**src/rtl/ram_loader.sv**
```systemverilog
// ram_loader: boot loader in front of the RAM write port.
// Passes CPU writes through when idle. When loading, packs a byte stream (high byte first) into words at consecutive addresses.
module ram_loader #(
  parameter int ADDR_WIDTH = 12,
  parameter int BASE_ADDR = 0
) (
  input  logic                  clk,
  input  logic                  reset,
  input  logic                  start,
  input  logic [12:0]           length,
  input  logic [7:0]            byte_in,
  input  logic                  byte_valid,
  output logic                  byte_ready,
  input  logic [15:0]           cpu_in,
  input  logic [ADDR_WIDTH-1:0] cpu_address,
  input  logic                  cpu_load,
  output logic [15:0]           ram_in,
  output logic [ADDR_WIDTH-1:0] ram_address,
  output logic                  ram_load,
  output logic                  busy,
  output logic                  done,
  output logic [12:0]           words_written
);
  localparam logic [2:0] S_IDLE = 3'd0, S_HI = 3'd1, S_LO = 3'd2, S_WRITE = 3'd3, S_DONE = 3'd4;
  logic [2:0] r_state;
  logic [12:0] r_len, r_words;
  logic [ADDR_WIDTH-1:0] r_addr;
  logic [7:0] r_hi, r_lo;
  logic w_idle;
  logic [12:0] w_len_sat;
  assign w_idle = r_state == S_IDLE;
  assign w_len_sat = (length > 13'd4096) ? 13'd4096 : length;
  always_ff @(posedge clk) begin
    if (reset) begin
      r_state <= S_IDLE;
      r_words <= '0;
      r_addr <= ADDR_WIDTH'(BASE_ADDR);
    end else begin
      case (r_state)
        S_IDLE: if (start) begin
          r_state <= (length == 13'd0) ? S_DONE : S_HI;
          r_len <= w_len_sat;
          r_addr <= ADDR_WIDTH'(BASE_ADDR);
          r_words <= '0;
        end
        S_HI: if (byte_valid) begin
          r_hi <= byte_in;
          r_state <= S_LO;
        end
        S_LO: if (byte_valid) begin
          r_lo <= byte_in;
          r_state <= S_WRITE;
        end
        S_WRITE: begin
          r_words <= r_words + 13'd1;
          r_addr <= r_addr + ADDR_WIDTH'(1);
          r_state <= (r_words + 13'd1 == r_len) ? S_DONE : S_HI;
        end
        default: r_state <= S_IDLE;
      endcase
    end
  end
  assign byte_ready = (r_state == S_HI) || (r_state == S_LO);
  assign busy = byte_ready || (r_state == S_WRITE);
  assign done = r_state == S_DONE;
  assign words_written = r_words;
  assign ram_load = !reset && (w_idle ? cpu_load : r_state == S_WRITE);
  assign ram_address = w_idle ? cpu_address : r_addr;
  assign ram_in = w_idle ? cpu_in : {r_hi, r_lo};
endmodule

```
**config.mk**
```make
export PLATFORM = sky130hd
export DESIGN_NAME = ram_loader
export DESIGN_NICKNAME = d
export VERILOG_FILES = /design/src/rtl/ram_loader.sv
export SDC_FILE = /design/constraint.sdc
export NUM_CORES = 1
export LEC_CHECK = 0
export ABC_AREA = 1
export CELL_PAD_IN_SITES_DETAIL_PLACEMENT = 0
export CELL_PAD_IN_SITES_GLOBAL_PLACEMENT = 2
export CORE_ASPECT_RATIO = 0.7
export CORE_UTILIZATION = 35
export CTS_BUF_LIST = sky130_fd_sc_hd__clkbuf_8
export DETAILED_ROUTE_END_ITERATION = 10
export DONT_BUFFER_PORTS = 1
export PLACE_DENSITY_LB_ADDON = 0.25
export SLEW_MARGIN = 15
export SYNTH_ARGS = -nofsm -noshare
export SYNTH_HDL_FRONTEND = slang
export SYNTH_SLANG_ARGS = --single-unit
```
**constraint.sdc**
```tcl
create_clock -name clk -period 5.65 [get_ports clk]
set_input_delay 0.8475 -clock clk [delete_from_list [all_inputs] [get_ports clk]]
set_output_delay 0.8475 -clock clk [all_outputs]
set_load 0.005 [all_outputs]
```
==> reports/results.ini <==
[synth]
ys_warn_count=0
ys_types=34
syn_nets=495
synth_area_per_cell_um2=7.222
yosys.area.top_type=edfxtp_1
yosysSeqAreaShare_pct=45.15
syn_area_um2=3171
synth_top_area_share_pct=27.47
ys_ff_latch=57
synth_cells=439
synth_area_leaders=edfxtp_1, nand2_1, dfxtp_1

[route]
route.detailed.drc=0
via_count=2609
drtIter0Drc=110
antenna_left=0
routed_wl_um=7629
wl_per_cell_um=13.57
drt-pass1-iter-count=4
via_per_inst=4.642

[die]
die_area_um2=9449
die_w_um=115.8
io_pins=99
start_util_pct=36.79
die_h_um=81.63
fp.coreArea_um2=8618
rows=28

[place]
port_buffers=0
gp_congestion=0.7931
place_hpwl_um=5713

[worst_setup_path]
critical_path.max_stage_delay_ns=0.40
rr_worst_depth=6
worstPathRequired_ns=4.80
cp.arrival_ns=1.97
path_cells=nor2_1 -> inv_1 -> nor2_2 -> buf_4 -> inv_1 -> nand2_1 -> nand2_1
r2r_setup_slack_ns=3.23
r2r-end=r_len[7]$_SDFFCE_PN0P_
rr_startpoint=r_state[0]$_SDFFE_PP0P_
cp_slowest_cell=inv_1
crit_type=reg -> out
crit_fanout=39
start_kind=flop
end_kind=output pin

[sta]
grt_setup_unrepaired=no
tns_ns=0
setup_violations=0
fmax_mhz=355.2
post-route-min-period_ns=2.816
fin_crit_sh_pct=49.83
maxSlewHeadroom_pct=38.53
finalClockSkew_ns=0.005333
holdWs_ns=0.4667
maxSlewViolCount=0
tightest_slew_ns=0.9187
hold_viol_final=0

[clock_tree]
cts_max_level=3
cts_buffers=9
cts_tree=yes
cts_hold_buf=0
clk_latency_ns=0.34
cts_root_buffer=clkbuf_8
cts_setup_buffers=0
clockBufferDepth=2
clkTransAtPathRegs_ns=0.07
cts.sinks=57
cts.repair.resized=0

[cells_and_area]
antenna_cells=0
multi_input_area_um2=1501
final_util_pct=40.08
drive_above_1_share_pct=7.240
nets=493
syn_to_final_growth_pct=8.958
nFillCells=930
regArea_um2=1431

[outcome]
status=finished clean

[grt]
grt_overflow=0
antenna_found_initial=0
grt.total_usage_pct=17.11
grt_max_degree=40
grt_pass1_wl_um=11830
grt_pass1_vias=2275

[hold_path]
min-delay-start=r_addr[11]$_SDFFE_PP0P_
hp-class=reg -> reg
hold_depth=1
min_to=r_addr[11]$_SDFFE_PP0P_

[power_and_ir_drop]
ir_worst_vdd_mv=0.2356
cellPowerDensity_nw_per_um2=336.6
power.share.clock_pct=28.5
p_seq_share_pct=42.0
intPower_uw=714.3
combPwrFrac_pct=29.5
switching_share_pct=38.57
leakagePower_uw=0.001422
switching_power_uw=448.4

[run]
maxCapViolCount=0

==> flip-flops by register name (all words and copies together) (netlist names) <==
signal and count:
r_state 3, r_hi 8, r_len 13, r_lo 8, r_addr 12, words_written 13
==> worst max-delay path by stage <==
stage                            start                 to
2_1_floorplan                    reset  r_lo[0]$_DFFE_PP_
3_3_place_gp   r_state[0]$_SDFFE_PP0P_         ram_in[14]
3_5_place_dp   r_state[0]$_SDFFE_PP0P_          ram_in[6]
4_1_cts        r_state[0]$_SDFFE_PP0P_          ram_in[6]
5_1_grt        r_state[0]$_SDFFE_PP0P_     ram_address[8]
6_report       r_state[0]$_SDFFE_PP0P_          ram_in[6]
==> cells in the mapped netlist (all sizes together) <==
cell and number:
a211oi 4, a21oi 25, a221oi 2, and2 1, and3 1, buf 6
clkbuf 8, clkinv 1, dfxtp 28, edfxtp 29, ha 2, inv 50
nand2 164, nand3 35, nand3b 3, nand4 4, nor2 42, nor3 6
nor4 3, o21a 1, o21ai 16, o22ai 1, or2 1, xnor2 2
xnor3 1, xor2 3
==> area by class of cell <==
| class | count | share of cell area, % |
|---|---|---|
| multi-input combinational | 317 | 43.46 |
| clock buffer | 9 | 3.586 |
| tap | 120 | 4.346 |
| timing repair buffer | 1 | 0.2173 |
| clock inverter | 7 | 1.413 |
| sequential | 57 | 41.43 |
| inverter | 51 | 5.541 |
==> routing by layer <==
metal | GRT usage (%) | part of all wire [%] | up-vias
met5 | 0 | 0 | -
met4 | 5.769 | 0.76 | 0
met3 | 6.125 | 6.1 | 4
met2 | 22.86 | 38 | 66
met1 | 25.01 | 55 | 1131
li1 | - | - | 1408
==> placed cells by master (no fill, tap or decap), types with 4 or more instances in the layout <==
cell        n
nand2_1   160
nor2_1     35
nor2_2      4
nand4_1     4
nand3_1    35
nor3_1      4
edfxtp_1   29
a211oi_1    4
clkbuf_8    9
dfxtp_1    28
o21ai_0    16
a21oi_1    24
inv_1      50
==> power by group through the flow <==
stage               Combinational, µW  Sequential (µW)  Clock [µW]
floorplan                         287              489           0
detailed placement                350              498           0
global route                      409              491         360
CTS                               351              489         342
global placement                  349              497           0
finish                            344              488         331
==> cell families (layout without fill, tap and decap cells) <==
group,after synthesis,in the layout,synth area share [%]
simple gates,260,260,35.56
xor+xnor,6,6,2.092
compound gates,49,49,8.525
fa+ha+maj,2,2,0.7891
buf+inv,65,68,7.892
flops,57,57,45.15
==> critical path, delay by kind of cell, from the launching register on <==
kind	cells	cell delay (ns)
buffers and inverters	3	0.81
flip-flops	1	0.34
AND/OR/NAND/NOR	4	0.48
==> stage by stage <==
step	instances	setup WS [ns]	power [µW]	cell area (µm²)
final	562	2.834	1163	3455
after detailed placement	546	3.177	847.2	3272
after global placement	546	3.201	846.3	3272
after floorplan	439	3.418	776.5	3171
after CTS	562	2.782	1181	3445
after global routing	562	2.589	1260	3455
(Power assumes the default switching activity.)
